===== config.mk =====
export PLATFORM = sky130hd
export DESIGN_NAME = lut_table_writer
export DESIGN_NICKNAME = d
export VERILOG_FILES = /design/src/rtl/lut_cfg_pkg.sv /design/src/rtl/lut_table_mem.sv /design/src/rtl/lut_table_writer.sv
export SDC_FILE = /design/constraint.sdc
export NUM_CORES = 1
export LEC_CHECK = 0
export BUFFER_PORTS_ARGS = -buffer_cell sky130_fd_sc_hd__buf_2
export CORE_ASPECT_RATIO = 0.9
export CORE_MARGIN = 2
export CORE_UTILIZATION = 55
export DETAILED_ROUTE_END_ITERATION = 8
export GPL_TIMING_DRIVEN = 1
export PLACE_DENSITY = 0.74
export RECOVER_POWER = 100
export SETUP_SLACK_MARGIN = 0.02
export SLEW_MARGIN = 10
export SYNTH_ARGS = -nofsm -noshare
export SYNTH_HDL_FRONTEND = slang
export SYNTH_SLANG_ARGS = --single-unit

===== constraint.sdc =====
create_clock -name clk -period 2.8 [get_ports clk]
set_input_delay 0.84 -clock clk [delete_from_list [all_inputs] [get_ports clk]]
set_output_delay 0.84 -clock clk [all_outputs]
set_load 0.1 [all_outputs]

===== src/rtl/lut_cfg_pkg.sv =====
// lut_cfg_pkg: shared FSM state type, default geometry and word-count helper for the LUT writer.
package lut_cfg_pkg;
  typedef enum logic [1:0] {IDLE, LOAD, ACTIVE, ERROR} state_t;
  localparam int DEF_IN_BITS  = 6;
  localparam int DEF_OUT_BITS = 1;
  localparam int DEF_WORD_W   = 8;
  function automatic int nwords(input int in_bits, input int out_bits, input int word_w);
    return ((2 ** in_bits) * out_bits) / word_w;
  endfunction
endpackage


===== src/rtl/lut_table_mem.sv =====
// lut_table_mem: distributed-RAM LUT, word-wide write, entry-wide registered lookup.
// The word-wide readback port exists only with LUT_READBACK_EN.
module lut_table_mem import lut_cfg_pkg::*; #(
  parameter int IN_BITS  = DEF_IN_BITS,
  parameter int OUT_BITS = DEF_OUT_BITS,
  parameter int WORD_W   = DEF_WORD_W,
  parameter int IW       = 3
) (
  input  logic                clk,
  input  logic                rst_n,
  input  logic                i_wr_en,
  input  logic [IW-1:0]       i_wr_idx,
  input  logic [WORD_W-1:0]   i_wr_data,
  input  logic                i_rd_en,
  input  logic [IN_BITS-1:0]  i_rd_addr,
  output logic [OUT_BITS-1:0] o_rd_data
`ifdef LUT_READBACK_EN
  ,
  input  logic [IW-1:0]       i_rb_idx,
  output logic [WORD_W-1:0]   o_rb_data
`endif
);
  localparam int EPW   = WORD_W / OUT_BITS;
  localparam int DEPTH = 2 ** IN_BITS;
  logic [OUT_BITS-1:0] r_mem [DEPTH];
  // Contents are deliberately not reset; tbl_valid masks stale data.
  always_ff @(posedge clk)
    if (i_wr_en)
      for (int k = 0; k < EPW; k++)
        r_mem[IN_BITS'(int'(i_wr_idx) * EPW + k)] <= i_wr_data[k*OUT_BITS +: OUT_BITS];
  always_ff @(posedge clk or negedge rst_n)
    if (!rst_n) o_rd_data <= '0;
    else if (i_rd_en) o_rd_data <= r_mem[i_rd_addr];
`ifdef LUT_READBACK_EN
  always_comb begin
    o_rb_data = '0;
    for (int k = 0; k < EPW; k++)
      o_rb_data[k*OUT_BITS +: OUT_BITS] = r_mem[IN_BITS'(int'(i_rb_idx) * EPW + k)];
  end
`endif
endmodule


===== src/rtl/lut_table_writer.sv =====
// lut_table_writer: streams a packed table image into a LUT, validates its length, serves lookups.
// Define LUT_READBACK_EN to add the rb_req/rb_valid/rb_data image readback stream.
module lut_table_writer import lut_cfg_pkg::*; #(
  parameter int IN_BITS  = DEF_IN_BITS,
  parameter int OUT_BITS = DEF_OUT_BITS,
  parameter int WORD_W   = DEF_WORD_W
) (
  input  logic                clk,
  input  logic                rst_n,
  input  logic                cfg_valid,
  output logic                cfg_ready,
  input  logic [WORD_W-1:0]   cfg_data,
  input  logic                cfg_last,
  output logic                tbl_valid,
  output logic                cfg_err,
  input  logic                eval_valid,
  input  logic [IN_BITS-1:0]  eval_addr,
  output logic                eval_out_valid,
  output logic [OUT_BITS-1:0] eval_out
`ifdef LUT_READBACK_EN
  ,
  input  logic                rb_req,
  output logic                rb_valid,
  output logic [WORD_W-1:0]   rb_data
`endif
);
  localparam int NW = nwords(IN_BITS, OUT_BITS, WORD_W);
  localparam int IW = NW > 1 ? $clog2(NW) : 1;
  state_t        r_state, w_state_nxt;
  logic [IW-1:0] r_idx, w_idx;
  logic          r_drain, r_ready, r_eval_valid;
  logic          w_acc, w_at_end, w_discard, w_wr_en, w_rd_en;
  assign w_acc     = cfg_valid & cfg_ready;
  assign w_idx     = r_state == LOAD ? r_idx : '0;
  assign w_at_end  = w_idx == IW'(NW - 1);
  // r_drain marks an overrun image whose tail is swallowed up to its cfg_last.
  assign w_discard = r_state == ERROR && r_drain;
  always_ff @(posedge clk or negedge rst_n)
    if (!rst_n) begin
      r_state <= IDLE;
      r_idx   <= '0;
      r_drain <= 1'b0;
      r_ready <= 1'b0;
    end else begin
      r_state <= w_state_nxt;
      r_ready <= 1'b1;
      if (w_acc) begin
        r_idx   <= w_at_end ? w_idx : w_idx + 1'b1;
        r_drain <= !cfg_last && (w_at_end || w_discard);
      end
    end
  always_comb begin
    w_state_nxt = r_state;
    if (w_acc)
      w_state_nxt = w_discard ? ERROR :
                    cfg_last  ? (w_at_end ? ACTIVE : ERROR) :
                                (w_at_end ? ERROR : LOAD);
  end
  always_comb begin
    tbl_valid = r_state == ACTIVE;
    cfg_err   = r_state == ERROR;
    cfg_ready = r_ready;
    w_wr_en   = w_acc && !w_discard;
    w_rd_en   = eval_valid && tbl_valid;
  end
  always_ff @(posedge clk or negedge rst_n)
    if (!rst_n) r_eval_valid <= 1'b0;
    else r_eval_valid <= w_rd_en;
  assign eval_out_valid = r_eval_valid;
`ifdef LUT_READBACK_EN
  logic          r_rb_valid;
  logic [IW-1:0] r_rb_idx;
  always_ff @(posedge clk or negedge rst_n)
    if (!rst_n) begin
      r_rb_valid <= 1'b0;
      r_rb_idx   <= '0;
    end else if (!r_rb_valid) begin
      r_rb_valid <= rb_req && r_state == ACTIVE;
      r_rb_idx   <= '0;
    end else begin
      r_rb_valid <= r_rb_idx != IW'(NW - 1);
      r_rb_idx   <= r_rb_idx + 1'b1;
    end
  assign rb_valid = r_rb_valid;
`endif
  lut_table_mem #(.IN_BITS(IN_BITS), .OUT_BITS(OUT_BITS), .WORD_W(WORD_W), .IW(IW)) u_mem (
    .clk       (clk),
    .rst_n     (rst_n),
    .i_wr_en   (w_wr_en),
    .i_wr_idx  (w_idx),
    .i_wr_data (cfg_data),
    .i_rd_en   (w_rd_en),
    .i_rd_addr (eval_addr),
    .o_rd_data (eval_out)
`ifdef LUT_READBACK_EN
    ,
    .i_rb_idx  (r_rb_idx),
    .o_rb_data (rb_data)
`endif
  );
endmodule


Word level (Yosys, flattened, before mapping). Memory sizes are Yosys's and may differ from the RTL's. A register that Yosys moved wholly into a read port is not among the register bits. Index checks and enable logic that the tools add are counted.

Bits in read-only memories: 0. Memory bits (writable): 64. Logic and storage cells: 35. Output and inout port bits: 5. Register bits: 8. Memories: 1. Bits of input ports: 19. Latch bits: 0.

Memory list: u_mem.r_mem (depth 64, bits a word 1, read ports 1, clocked after memory_dff 1, wr ports 8, RTL line lut_table_mem.sv:25) `logic [OUT_BITS-1:0] r_mem [DEPTH];`.

Divide/modulo/power cells: 0. Eq/ne operators: 4. Reduce and logical (&&, ||, !) cells: 8. Add/subtract/negate cells: 8. Multipliers: 0. $lt $le $gt $ge: 0. Shift-type cells: 0. Bitwise logic cells: 1. Mux-type cells: 8.

Operators with widths (count): 6-bit by 3-bit adder with 6-bit output, second input constant (4); 6-bit by 2-bit adder with 6-bit output, second input constant (2); 6-bit by 1-bit adder with 6-bit output, second input constant (1); 2-bit 2-to-1 mux (3); 3-bit 2-to-1 mux (2); 2-bit equality test, second input constant (2); 1-bit logical AND (4); 3-bit by 1-bit adder with 3-bit output, second input constant (1); 3-bit equality test, second input constant (1); 1-bit zero test (3); 1-bit 2-to-1 mux (3); 2-bit by 1-bit equality test with 1-bit output, second input constant (1); 1-bit AND (1); 1-bit logical OR (1).

Logic depth before layout (Yosys ltp). Gate-level depths: netlist (run 1).

Depth after elaboration: 6. Gate-level depth with buffers: 8. Depth with buffers taken out: 8.

By module. Synthesis (run 1) repeated with hierarchy kept, for this count alone.

Cell total of the unflattened synthesis: 177. Area, all modules: 3054.2 sq um.

By module, submodules not included: lut_table_mem (instances 1, cells each 139, seq. area each 1946.9 sq um, area an instance 2653.8 sq um); lut_table_writer (instances 1, cells each 38, seq. area each 200.2 sq um, area an instance 400.4 sq um).

Worst setup path after synthesis (run 1). OpenSTA, ideal clock, no wires.

Path type: register -> register. Start: register r_ready (netlist: cfg_ready). End: memory u_mem.r_mem[24] (netlist name) (enable). Path buffers: 0. Arrival: 2338 ps. Path slack: 64 ps. Clock period less this slack: 2736 ps. Cell stages (with the launch flop): 3. Cell sequence: dfrtp_1 > nand2_1 > nor4b_1.

RTL lines: start: declaration (RTL line lut_table_writer.sv:31) `logic r_drain, r_ready, r_eval_valid;`; start signal: assignment (RTL line lut_table_writer.sv:43) `r_ready <= 1'b0;`; start signal: assignment (RTL line lut_table_writer.sv:46) `r_ready <= 1'b1;`; end: declaration (RTL line lut_table_mem.sv:25).

Final worst setup path (run 1).
Start: register r_ready (netlist: cfg_ready). End: output port cfg_ready.

RTL lines: end: declaration (RTL line lut_table_writer.sv:11) `output logic cfg_ready,`.

No word-level cell between the ends.

==> out/metrics.yaml, run 1 <==
nets: 215
dieArea_mm2: 0.00612
cap_viol_max_count: 0
r2r-end: "r_idx[1]"
start_kind: "flip-flop"
dp_hpwl_um: 3750
fillers: 374
wl_met2_um: 2770
drive_above_1_share_pct: 20.0
fmax_mhz: 404
die_y_um: 74.4
synthArstFlopShare_pct: 12.3
ys_ff_latch: 73
outcome: "complete, no violations"
place_area_mm2: 0.00321
gp_congestion: 0.803
cts_resized: 0
layout_common_cells: "64 x edfxtp_1, 20 x clkbuf_1, 12 x mux4_2"
synth_ff_type: "edfxtp_1"
synthToLayoutAreaGrowth_pct: 11.4
power.density_mw_per_mm2: 665
crit_path_cell_trace: "clkbuf_1"
synthesis.nets: 181
path_max_fanout: 5
fin_area_mm2: 0.00337
grt_max_degree: 13
arrival_ps: 1640
grt_pass1_vias: 1668
grt_overflow: 0
netlist_instances: 161
setup_viol: 0
final_common_cell: "edfxtp_1"
leakagePower_nw: 1.18
path_clk_slew_ps: 70
met3RoutedLength_um: 278
top_layer: "met4"
route.detailed.drc: 0
vias: 1588
clk_path_buf_depth: 2
cts_setup_buffers: 0
slowest_delay_ps: 880
critPathCaptureType: "output port"
slew_violations: 0
seq_area_frac_synth_pct: 70.9
grt_pass1_wl_um: 8360
syn_avg_cell_area_um2: 18.8
crit_family: "buffers and inverters"
wl_per_cell_um: 19.9
r2r_cells: 6
clkSinkCount: 73
cts_tree: "done"
antenna_cells: 0
htreeDepth: 3
final_util_pct: 63.8
synth_edf_count: 64
clock-root-buffer: "clkbuf_8"
p_int_mw: 1.73
cts_made_buffers: 9
initial_core_util_pct: 57.3
coreArea_mm2: 0.00529
p_clk_share_pct: 35.7
wl_met1_um: 2190
io_pins: 24
clk_latency_ps: 330
pwr-share-comb_pct: 9.6
hp-class: "in2async"
hold_violations: 0
syn-cell-area_mm2: 0.00303
fp.dieW_um: 82.2
dp_slack_ps: 186
p_seq_share_pct: 54.7
switching_share_pct: 22.7
grt_setup_unrepaired: "false"
worst_slew_pin_slew_ps: 1190
path_class: "reg2out"
slew_headroom_pct: 21.3
crit_path_top_delay_cell: "clkbuf_1"
peakVddDrop_v: 0.000306
placementRows: 25
ant_nets: 0
firstDrtPassIters: 4
port-buffer-count: 23
vias_per_cell: 5.95
worst_slack_ps: 325
worst-path-buf-inv: 1
cp_num_cells: 1
timing.rr.start: "r_state[0]"
ys_types: 35
yosys_warnings: 0
antenna_found_initial: 0
switching_power_uw: 510
finalClockSkew_ps: 7.74
drtIter0Drc: 171
finalCritPeriodShare_pct: 88.4
crit_required_ps: 1960
setup-tns-final_ps: 0
final.min_clock_period_ps: 2480
hold_buffers: 0
finalWirelength_um: 5320
reg2reg_slack_ps: 690
track_usage_pct: 19.8
==> cell usage after synthesis (4+ instances only) <==
master    count  share of area, %
nand2_1      11               1.4
dfrtp_1       9               7.4
mux4_1        4               3.5
mux2i_1       7               2.3
nor2_1        5              0.62
edfxtp_1     64                63
mux4_2       12               8.9
a21oi_1       5              0.83
==> per-layer routing <==
metal  up-vias  GRT usage (%)
li1        715              -
met1       822           25.7
met2        44           31.7
met3         7           4.49
met4         0           10.4
met5         -              0
==> worst max path at each step <==
stage	to	slack (ps)	startpoint
after CTS	tbl_valid	500	r_state[1]
after floorplan	u_mem.r_mem[24]	60	cfg_ready
after global placement	u_mem.o_rd_data	220	eval_addr[0]
after global routing	cfg_ready	270	cfg_ready
after detailed placement	u_mem.o_rd_data	190	eval_addr[0]
final	cfg_ready	320	cfg_ready
==> worst register-to-register path: stages, from the launching register on <==
cell     delay (ps)
dfrtp_1         430
nor2b_1         300
and2_0          300
ha_1            220
and3_1          210
or2_0           200
mux2_1          350
==> area by class of cell <==
cell class	instances	area [um^2]	share of cell area (%)
Clock buffer	13	159	4.71
Clock inverter	3	40.0	1.19
Inverter	3	11.3	0.334
Multi-Input combinational cell	78	788	23.4
Sequential cell	73	2150	63.6
Tap cell	67	83.8	2.48
Timing Repair Buffer	30	145	4.30
==> power groups by stage <==
stage	Sequential [mW]	Clock (mW)	Combinational, mW
after floorplan	1.28	0	0.131
after global placement	1.25	0	0.214
after detailed placement	1.25	0	0.221
after CTS	1.23	0.819	0.222
after global routing	1.23	0.862	0.230
final	1.23	0.801	0.215
==> registers in the layout, indices dropped and copies added, names as in the netlist <==
signal,count
cfg_ready,1
eval_out_valid,1
u_mem.o_rd_data,1
r_idx,3
r_state,2
u_mem.r_mem,64
r_drain,1
==> metrics by stage <==
step                      cells  hold slack (ps)  power, mW
after floorplan             161              471       1.41
after global placement      251              492       1.46
after detailed placement    251              501       1.47
after CTS                   267              347       2.27
after global routing        267              479       2.32
final                       267              467       2.24
==> logic make-up after synthesis <==
group | share of synthesized area [%]
other cells | 0.124
compound gates | 3.47
mux | 15.4
flops | 70.9
buf+inv | 3.10
simple gates | 6.57
fa+ha+maj | 0.413
Power figures use the tool's default switching activity.
==> run 2: changes to the inputs <==
==> constraint.sdc (replaced) <==
create_clock -name clk -period 2.8 [get_ports clk]
set_input_delay 0.7 -clock clk [delete_from_list [all_inputs] [get_ports clk]]
set_output_delay 0.7 -clock clk [all_outputs]
set_load 0.1 [all_outputs]
==> out/metrics.yaml, run 2 (synthesis gave the netlist of run 1 again) <==
slowest_delay_ps: 890
switching_power_uw: 512
slew_violations: 0
cts_made_buffers: 9
final.min_clock_period_ps: 2330
antenna_found_initial: 0
grt_pass1_wl_um: 8310
clkSinkCount: 73
placementRows: 25
crit_required_ps: 2100
nets: 213
vias_per_cell: 5.91
path_class: "reg2out"
fillers: 379
dieArea_mm2: 0.00612
wl_per_cell_um: 20.7
timing.rr.start: "r_state[0]"
clk_path_buf_depth: 2
slew_headroom_pct: 22.4
path_clk_slew_ps: 70
cts_tree: "done"
drtIter0Drc: 166
fmax_mhz: 428
leakagePower_nw: 1.17
route.detailed.drc: 0
largest_register_ffs: 64
die_y_um: 74.4
initial_core_util_pct: 57.3
hold_violations: 0
grt_max_degree: 14
finalClockSkew_ps: 10.4
dp_slack_ps: 300
layout_common_cells: "64 x edfxtp_1, 19 x clkbuf_1, 12 x mux4_2"
path_max_fanout: 5
firstDrtPassIters: 4
drive_above_1_share_pct: 19.2
p_seq_share_pct: 56.0
power.density_mw_per_mm2: 657
gp_congestion: 0.813
grt_overflow: 0
vias: 1566
clk_latency_ps: 340
pwr-share-comb_pct: 9.7
clock-root-buffer: "clkbuf_8"
setup_viol: 0
hold_buffers: 0
top_regs: "u_mem.r_mem (64), r_idx (3), r_state (2)"
cap_viol_max_count: 0
io_pins: 24
port-buffer-count: 23
switching_share_pct: 23.4
regMostFlops: "u_mem.r_mem"
final_common_cell: "edfxtp_1"
track_usage_pct: 20.3
setup-tns-final_ps: 0
dp_hpwl_um: 3870
htreeDepth: 3
outcome: "complete, no violations"
hp-class: "in2async"
start_kind: "flip-flop"
cts_setup_buffers: 0
coreArea_mm2: 0.00529
p_clk_share_pct: 34.2
ant_nets: 0
finalCritPeriodShare_pct: 83.4
finalWirelength_um: 5480
worst_slack_ps: 465
grt_pass1_vias: 1573
peakVddDrop_v: 0.000405
antenna_cells: 0
fp.dieW_um: 82.2
cts_resized: 0
synthToLayoutAreaGrowth_pct: 10.1
critPathLaunch: "cfg_ready"
crit_path_cell_trace: "clkbuf_1"
crit_family: "buffers and inverters"
arrival_ps: 1630
grt_setup_unrepaired: "false"
crit_path_top_delay_cell: "clkbuf_1"
p_int_mw: 1.68
worst-path-buf-inv: 1
critPathCaptureType: "output port"
worst_slew_pin_slew_ps: 1170
## run 2: layer usage
metal | track usage (%) | up-vias | share of wire (%)
met5 | 0 | - | 0
met4 | 8.70 | 0 | 1.8
met3 | 5.58 | 11 | 4.3
met2 | 33.7 | 38 | 52
met1 | 25.3 | 804 | 42
li1 | - | 713 | -
## run 2: power by group through the flow
stage          logic [mW]  clock network, mW  registers, mW
6_report            0.214              0.750           1.23
5_1_grt             0.229              0.809           1.23
4_1_cts             0.220              0.758           1.23
3_5_place_dp        0.219                  0           1.25
3_3_place_gp        0.211                  0           1.25
2_1_floorplan       0.131                  0           1.28
## run 2: layout make-up
type	count	area, um^2	share of cell area, %
Clock inverter	4	43.8	1.31
Sequential cell	73	2150	64.4
Timing Repair Buffer	28	125	3.75
Inverter	3	11.3	0.338
Clock buffer	12	135	4.05
Multi-Input combinational cell	78	788	23.6
Tap cell	67	83.8	2.51
## run 2: path summary, 6_finish.rpt
check	end	slack [ps]	cells after the start
worst min register to register	r_idx[0]	540	2
worst max register to register	r_idx[1]	650	6
worst max-delay path	cfg_ready	470	1
worst min-delay path	r_idx[1]	330	1
min in group clk	r_idx[0]	540	2
max in group asynchronous	u_mem.o_rd_data	2070	1
## run 2: stage by stage
stage	cells	cell area, um^2	power (mW)	hold WS, ps	utilization, %
3_5_place_dp	249	3180	1.47	517	60.2
2_1_floorplan	161	3030	1.41	404	-
5_1_grt	265	3330	2.27	352	63.1
3_3_place_gp	249	3180	1.46	493	60.2
4_1_cts	265	3360	2.20	213	63.6
6_report	265	3330	2.19	331	63.1
